### config.mk
export PLATFORM = sky130hd
export DESIGN_NAME = credit_transmitter
export DESIGN_NICKNAME = d
export VERILOG_FILES = /design/src/rtl/credit_transmitter_pkg.sv /design/src/rtl/credit_counter.sv /design/src/rtl/credit_transmitter.sv
export SDC_FILE = /design/constraint.sdc
export NUM_CORES = 1
export LEC_CHECK = 0
export BUFFER_PORTS_ARGS = -buffer_cell sky130_fd_sc_hd__buf_2
export CORE_AREA = 2 2 39 41
export DETAILED_ROUTE_END_ITERATION = 8
export DIE_AREA = 0 0 41 43
export GPL_TIMING_DRIVEN = 0
export HOLD_SLACK_MARGIN = 0.1
export PLACE_DENSITY = 0.77
export SKIP_CTS_REPAIR_TIMING = 1
export SLEW_MARGIN = 20
export SYNTH_ARGS = -nofsm -noshare
export SYNTH_HDL_FRONTEND = slang
export SYNTH_SLANG_ARGS = --single-unit
export TNS_END_PERCENT = 1
### constraint.sdc
create_clock -name clock -period 2.1 [get_ports clock]
set_clock_uncertainty 0.15 [all_clocks]
set_input_delay 0.315 -clock clock [delete_from_list [all_inputs] [get_ports clock]]
set_output_delay 0.315 -clock clock [all_outputs]
set_load 0.05 [all_outputs]
### src/rtl/credit_transmitter_pkg.sv
// Shared types and constants for the credit transmitter and its counter.
// The default credit-count type matches CREDITS=4; the top derives its own width from CREDITS.
package credit_transmitter_pkg;

   localparam int CREDITS_DEFAULT       = 4;
   localparam int CREDITS_WIDTH_DEFAULT = $clog2(CREDITS_DEFAULT + 1);

   typedef logic [CREDITS_WIDTH_DEFAULT-1:0] credit_count_t;

   localparam logic OVERFLOW_ERROR_RESET = 1'b0;

endpackage

### src/rtl/credit_counter.sv
// Saturating up/down credit counter with a synchronous reset to RESET_VALUE.
// Latency 1 cycle (count is registered); simultaneous increment and decrement hold the count.
module credit_counter
   import credit_transmitter_pkg::*;
#(
   parameter int WIDTH       = CREDITS_WIDTH_DEFAULT,
   parameter int MAX_VALUE   = CREDITS_DEFAULT,
   parameter int RESET_VALUE = CREDITS_DEFAULT
) (
   input  logic             clock,
   input  logic             reset,
   input  logic             increment,
   input  logic             decrement,
   output logic [WIDTH-1:0] count,
   output logic             is_zero,
   output logic             is_max
);

   assign is_zero = (count == '0);
   assign is_max  = (count == WIDTH'(MAX_VALUE));

   always_ff @(posedge clock) begin
      if (reset) begin
         count <= WIDTH'(RESET_VALUE);
      end else if (increment && !decrement && !is_max) begin
         count <= count + WIDTH'(1);
      end else if (decrement && !increment && !is_zero) begin
         count <= count - WIDTH'(1);
      end
   end

endmodule

### src/rtl/credit_transmitter.sv
// Credit-based link transmitter; optional sticky overflow_error port under CREDIT_TRANSMITTER_ERROR_EN.
// Latency 1 cycle upstream->link; upstream_ready drops when no credits remain, the link never backpressures.
module credit_transmitter
   import credit_transmitter_pkg::*;
#(
   parameter int WIDTH   = 8,
   parameter int CREDITS = CREDITS_DEFAULT,
   localparam int CREDITS_WIDTH = $clog2(CREDITS + 1)
) (
   input  logic                     clock,
   input  logic                     reset,
   input  logic                     upstream_valid,
   input  logic [WIDTH-1:0]         upstream_data,
   output logic                     upstream_ready,
   output logic                     downstream_valid,
   output logic [WIDTH-1:0]         downstream_data,
   input  logic                     credit_return,
   output logic [CREDITS_WIDTH-1:0] credits
`ifdef CREDIT_TRANSMITTER_ERROR_EN
   ,
   output logic                     overflow_error
`endif
);

   logic transfer;
   logic no_credits;
   logic full;
   logic return_at_full;

   assign upstream_ready = !no_credits;
   assign transfer       = upstream_valid && upstream_ready;

   // A return with nothing outstanding is a receiver bug; it is dropped so the count cannot exceed CREDITS.
   assign return_at_full = credit_return && full && !transfer;

   credit_counter #(
      .WIDTH       (CREDITS_WIDTH),
      .MAX_VALUE   (CREDITS),
      .RESET_VALUE (CREDITS)
   ) u_credit_counter (
      .clock     (clock),
      .reset     (reset),
      .increment (credit_return && !return_at_full),
      .decrement (transfer),
      .count     (credits),
      .is_zero   (no_credits),
      .is_max    (full)
   );

   always_ff @(posedge clock) begin
      if (reset) begin
         downstream_valid <= 1'b0;
         downstream_data  <= '0;
      end else begin
         downstream_valid <= transfer;
         if (transfer) begin
            downstream_data <= upstream_data;
         end
      end
   end

`ifdef CREDIT_TRANSMITTER_ERROR_EN
   always_ff @(posedge clock) begin
      if (reset) begin
         overflow_error <= OVERFLOW_ERROR_RESET;
      end else if (return_at_full) begin
         overflow_error <= 1'b1;
      end
   end
`endif

endmodule

==> results.sh, run 1 <==
export IMPL_status="finished, final reports clean"
export IMPL_worst_skew_pair_late_latency_ns=0.28
export IMPL_first_iter_violations=3
export IMPL_yosysSeqAreaShare_pct=42.57
export IMPL_hold_class="input port to flip-flop"
export IMPL_fp_dieH_um=43
export IMPL_via_per_inst=4.990
export IMPL_power_w=0.0009207
export IMPL_avgSynthCellArea_sq_um=9.564
export IMPL_drt_wl_total_um=1126
export IMPL_hold_slack_ns=0.1166
export IMPL_rows=14
export IMPL_nets=100
export IMPL_peakVddDrop_mv=0.4369
export IMPL_start_util_pct=40.78
export IMPL_regArea_sq_um=242.7
export IMPL_grt_pass1_wl_um=1697
export IMPL_finalWeightedCongestion=0.7939
export IMPL_min_period_ns=1.944
export IMPL_cts_buffers=3
export IMPL_area_delta_synth_final_pct=31.71
export IMPL_clk_pin_slew_ns=0.07
export IMPL_cap_violations=0
export IMPL_cp_arrival_ns=2.00
export IMPL_leakagePower_nw=0.3535
export IMPL_r2r_slack_ns=0.16
export IMPL_rsz0062_at_grt="false"
export IMPL_whs_path_depth=3
export IMPL_cp_required_ns=2.15
export IMPL_clockRootBuffer="clkbuf_4"
export IMPL_cts_path_max_buffers=2
export IMPL_drc=0
export IMPL_worstMarginPinSlew_ns=0.4135
export IMPL_dr_pass1_iters=4
export IMPL_multi_input_area_sq_um=285.3
export IMPL_layout_commonest_cell="buf_2"
export IMPL_hold_violations=0
export IMPL_cts_tree="built"
export IMPL_dieWidth_um=41
export IMPL_syn_inst=59
export IMPL_yosysUniqueCellTypes=26
export IMPL_maxSlewHeadroom_pct=72.43
export IMPL_core_area_sq_um=1384
export IMPL_vias=509
export IMPL_wl_per_cell_um=11.04
export IMPL_final_util_pct=53.71
export IMPL_h_tree_depth=1
export IMPL_worstSetupPathType="flip-flop to flip-flop"
export IMPL_r2r_cells=5
export IMPL_setup_violations=0
export IMPL_final_cell_mix="23 x buf_2, 11 x nor2_1, 10 x dfxtp_1"
export IMPL_grt_use_total_pct=14.57
export IMPL_cp_end_kind="flip-flop"
export IMPL_async_flop_share_pct=0
export IMPL_drv_slew=0
export IMPL_ys_ff_latch=12
export IMPL_min_to="downstream_data[5]"
export IMPL_grt_max_degree=11
export IMPL_reg2reg_from="u_credit_counter.count[2]"
export IMPL_ant_nets=0
export IMPL_die_area_sq_um=1763
export IMPL_antenna_found_initial=0
export IMPL_synth_edf_count=0
export IMPL_synth_area_sq_um=564.3
export IMPL_r2r_end="u_credit_counter.count[2]"
export IMPL_period_share_pct=92.58
export IMPL_grt_overflow_total=0
export IMPL_yosysWarnings=0
export IMPL_fillers=132
export IMPL_cts_sinks=12
export IMPL_crit_path_start_kind="flip-flop"
export IMPL_power_density_nw_per_um2=1239
export IMPL_io_pins=25
export IMPL_drive_gt1_share_pct=40.70
export IMPL_critPathMaxFanout=6
export IMPL_grt_pass1_vias=446
export IMPL_synth_ff_type="dfxtp_1"
export IMPL_hold_path_startpoint="upstream_data[5]"
export IMPL_finalSetupTns_ns=0
export IMPL_portBuffers=22
export IMPL_clock_fmax_mhz=514.4
export IMPL_syn_nets=72
export IMPL_n_antenna_cell=0
export IMPL_startpoint="u_credit_counter.count[2]"
export IMPL_dp_hpwl_um=825.3
[worst max path at each step]
| stage | end | slack (ns) | cells past startpoint |
|---|---|---|---|
| floorplan | u_credit_counter.count[2] | 0.05 | 5 |
| global placement | u_credit_counter.count[2] | 0.20 | 5 |
| detailed placement | u_credit_counter.count[2] | 0.18 | 5 |
| CTS | u_credit_counter.count[2] | 0.16 | 5 |
| global route | u_credit_counter.count[2] | 0.01 | 5 |
| finish | u_credit_counter.count[2] | 0.16 | 5 |
[critical path: stages, from the launching register on]
cell and delay (ns):
dfxtp_1 0.38, nor3_1 0.25, o21ai_0 0.15, fa_1 0.44
o32a_1 0.36, o211ai_1 0.15
[metal layers]
layer  routed length [um]  share of wire (%)  track usage [%]  vias to the layer above
met3                   64                5.7            6.283                        4
met4                   19                1.7            8.000                        0
met2                  585                 52            22.81                       14
met1                  457                 41            15.51                      232
met5                    0                  0                0                        -
li1                     -                  -                -                      259
[report_power, final]
group,switching [W],internal (W)
logic,0.000274,0.000139
registers,0.0000552,0.000270
clock network,0.0000773,0.000106
[final cells by class]
| class | instances | share of cell area (%) |
|---|---|---|
| tap | 16 | 2.694 |
| clock buffer | 4 | 4.882 |
| buffer | 4 | 3.704 |
| inverter | 3 | 1.515 |
| multi-input combinational | 40 | 38.38 |
| timing repair buffer | 23 | 16.16 |
| sequential | 12 | 32.66 |
[metrics by stage]
| stage | instance area (sq um) | setup slack (ns) | cells |
|---|---|---|---|
| floorplan | 566.8 | 0.04727 | 59 |
| global placement | 696.9 | 0.1993 | 97 |
| detailed placement | 696.9 | 0.1791 | 97 |
| CTS | 733.2 | 0.1557 | 101 |
| global route | 743.2 | 0.01261 | 102 |
| finish | 743.2 | 0.1558 | 102 |
[synthesized netlist by cell type, drive strengths merged (2+ instances only)]
master	n	area share [%]
buf	3	4.2
mux2i	8	14
nand2	2	1.3
nor2	12	8.4
nand3	2	1.8
o2111ai	2	3.1
inv	3	2.0
dfxtp	12	43
[logic make-up after synthesis]
logic type | after synthesis | share of synthesized area [%]
AO/OA/AOI/OAI | 10 | 15.08
XOR/XNOR | 2 | 3.105
adder cells (fa/ha/maj) | 1 | 3.548
buffers and inverters | 7 | 6.872
flip-flops | 12 | 42.57
AND/OR/NAND/NOR | 19 | 14.64
multiplexers | 8 | 14.19
[flip-flops by register name (all words and copies together), names as in the netlist]
register	flops
u_credit_counter.count	3
downstream_data	8
downstream_valid	1
(Power assumes the default switching activity.)
==> run 2, diff against run 1 <==
CORE_AREA = unset   (was 2 2 39 41)
CORE_MARGIN = 2   (was unset)
CORE_UTILIZATION = 45   (was unset)
DIE_AREA = unset   (was 0 0 41 43)
PLACE_DENSITY = 0.79   (was 0.77)
SYNTH_HIERARCHICAL = 1   (was unset)
==> results.sh, run 2 <==
export IMPL_grt_pass1_vias=518
export IMPL_async_flop_share_pct=0
export IMPL_first_iter_violations=1
export IMPL_worstSetupPathType="flip-flop to flip-flop"
export IMPL_setup_violations=2
export IMPL_cp_required_ns=2.13
export IMPL_hold_slack_ns=0.1802
export IMPL_violations="negative setup slack"
export IMPL_drv_slew=0
export IMPL_min_period_ns=2.613
export IMPL_die_area_sq_um=1732
export IMPL_final_cell_mix="24 x buf_2, 11 x buf_4, 9 x dfxtp_1"
export IMPL_core_area_sq_um=1318
export IMPL_cts_buffers=3
export IMPL_grt_use_total_pct=16.61
export IMPL_cts_sinks=12
export IMPL_portBuffers=24
export IMPL_synth_edf_count=0
export IMPL_leakagePower_nw=0.4013
export IMPL_finalSetupTns_ns=-0.5483
export IMPL_dp_cells=101
export IMPL_via_per_inst=5.259
export IMPL_startpoint="u_credit_counter/count[0]"
export IMPL_crit_slowest_cell="or3b_1"
export IMPL_grt_max_degree=14
export IMPL_hold_violations=0
export IMPL_final_cells=116
export IMPL_power_w=0.001113
export IMPL_cap_violations=0
export IMPL_ant_nets=0
export IMPL_layout_commonest_cell="buf_2"
export IMPL_yosysMostFrequentCell="dfxtp_1"
export IMPL_largest_reg_flops=8
export IMPL_synthTopCellsByArea="dfxtp_1 38%, nand4bb_1 14%, o21ai_2 11%"
export IMPL_synth_ff_type="dfxtp_1"
export IMPL_period_share_pct=124.4
export IMPL_cts_tree="built"
export IMPL_cp_end_kind="flip-flop"
export IMPL_yosysWarnings=6
export IMPL_rsz0062_at_grt="true"
export IMPL_hold_path_startpoint="upstream_data[0]"
export IMPL_yosysSeqAreaShare_pct=37.72
export IMPL_finalWeightedCongestion=0.7537
export IMPL_fp_dieH_um=41.62
export IMPL_h_tree_depth=1
export IMPL_netlist_area_leader_share_pct=37.72
export IMPL_rows=13
export IMPL_dr_pass1_iters=3
export IMPL_dp_hpwl_um=967.7
export IMPL_wl_per_cell_um=12.87
export IMPL_dieWidth_um=41.62
export IMPL_status="complete, but fails checks"
export IMPL_cp_arrival_ns=2.64
export IMPL_fin_area_sq_um=928.4
export IMPL_worstMarginPinSlew_ns=0.2627
export IMPL_avgSynthCellArea_sq_um=10.27
export IMPL_clk_pin_slew_ns=0.07
export IMPL_crit_path_start_kind="flip-flop"
export IMPL_vias=610
export IMPL_syn_inst=62
export IMPL_setup_ws_ns=-0.5134
export IMPL_cp_cell_sequence="nor3_4 -> nand2b_4 -> clkinv_8 -> or3b_4 -> fa_2 -> or3b_1 -> or3_1 -> o2111ai_1"
export IMPL_io_pins=25
export IMPL_power_density_nw_per_um2=1199
export IMPL_clockRootBuffer="clkbuf_4"
export IMPL_synth_area_sq_um=636.9
export IMPL_area_delta_synth_final_pct=45.78
export IMPL_start_util_pct=48.34
export IMPL_cpPeakStageDelay_ns=0.39
export IMPL_reg2reg_from="u_credit_counter/count[0]"
export IMPL_n_antenna_cell=0
export IMPL_drc=0
export IMPL_maxSlewHeadroom_pct=82.36
export IMPL_hold_class="input port to flip-flop"
export IMPL_dpl_cell_area_sq_um=809.5
export IMPL_ys_ff_latch=12
export IMPL_yosysUniqueCellTypes=23
export IMPL_critPathMaxFanout=7
export IMPL_syn_nets=75
export IMPL_worst_skew_pair_late_latency_ns=0.26
export IMPL_reg_top3="downstream_data x8, u_credit_counter/count x3, downstream_valid x1"
export IMPL_drt_wl_total_um=1493
export IMPL_synth_common_cells="12 x dfxtp_1, 8 x nand2b_1, 8 x nand4bb_1, 8 x o21ai_2"
export IMPL_cts_path_max_buffers=2
export IMPL_antenna_found_initial=0
export IMPL_drive_gt1_share_pct=57.43
export IMPL_grt_pass1_wl_um=2277
export IMPL_yosysTopAreaCell="dfxtp_1"
export IMPL_grt_overflow_total=0
export IMPL_top_register="downstream_data"
export IMPL_peakVddDrop_mv=0.6698
export IMPL_clock_fmax_mhz=382.6
export IMPL_nets=115
[run 2: critical path, delay by kind of cell, from the launching register on]
| kind | cells | cell delay [ns] |
|---|---|---|
| and+or+nand+nor | 5 | 1.51 |
| DFF | 1 | 0.38 |
| adders and majority gates | 1 | 0.34 |
| AOI/OAI and AO/OA | 1 | 0.08 |
| buffers and inverters | 1 | 0.06 |
[run 2: power by group]
group | total, W | internal (W) | switching (W)
clock | 0.000141 | 0.0000685 | 0.0000728
sequential | 0.000328 | 0.000281 | 0.0000471
combinational | 0.000644 | 0.000268 | 0.000376
[run 2: metrics by stage]
stage	utilization [%]	setup WS [ns]
after floorplan	-	-0.5797
after global placement	61.44	-0.6704
after detailed placement	61.44	-0.6676
after CTS	63.44	-0.7034
after global routing	70.47	-0.5986
final	70.47	-0.5134
[run 2: kinds of logic (layout without fill, tap and decap cells)]
group,Yosys count,count (layout),synth area share [%]
buffers and inverters,4,43,3.340
xor gates and xnor gates,2,2,2.751
and+or+nand+nor,30,30,35.95
DFF,12,12,37.72
AOI/OAI and AO/OA,12,12,15.52
adders and majority gates,1,1,3.144
muxes,1,1,1.572
[run 2: path summary, 6_finish.rpt]
| check | slack [ns] | end | cells past startpoint |
|---|---|---|---|
| hold reg to reg | 0.33 | downstream_data[5] | 2 |
| setup reg to reg | -0.51 | u_credit_counter/count[2] | 8 |
| hold / removal | 0.18 | downstream_data[0] | 3 |
| setup / recovery | -0.51 | u_credit_counter/count[2] | 8 |
[run 2: layout make-up]
| type | instances | area (sq um) |
|---|---|---|
| clock inverter | 1 | 3.754 |
| tap | 15 | 18.77 |
| inverter | 3 | 23.77 |
| sequential | 12 | 251.5 |
| multi-input combinational | 46 | 400.4 |
| fill | 95 | 389.1 |
| buffer | 1 | 5.005 |
| clock buffer | 3 | 22.52 |
| timing repair buffer | 35 | 202.7 |
[run 2: metal layers]
metal  track usage (%)  part of all wire [%]  vias to the layer above
met5                 0                     0                        -
met4             7.742                  0.80                        0
met3             3.478                   4.4                        2
met2             24.69                    49                       14
met1             22.89                    45                      283
li1                  -                     -                      311
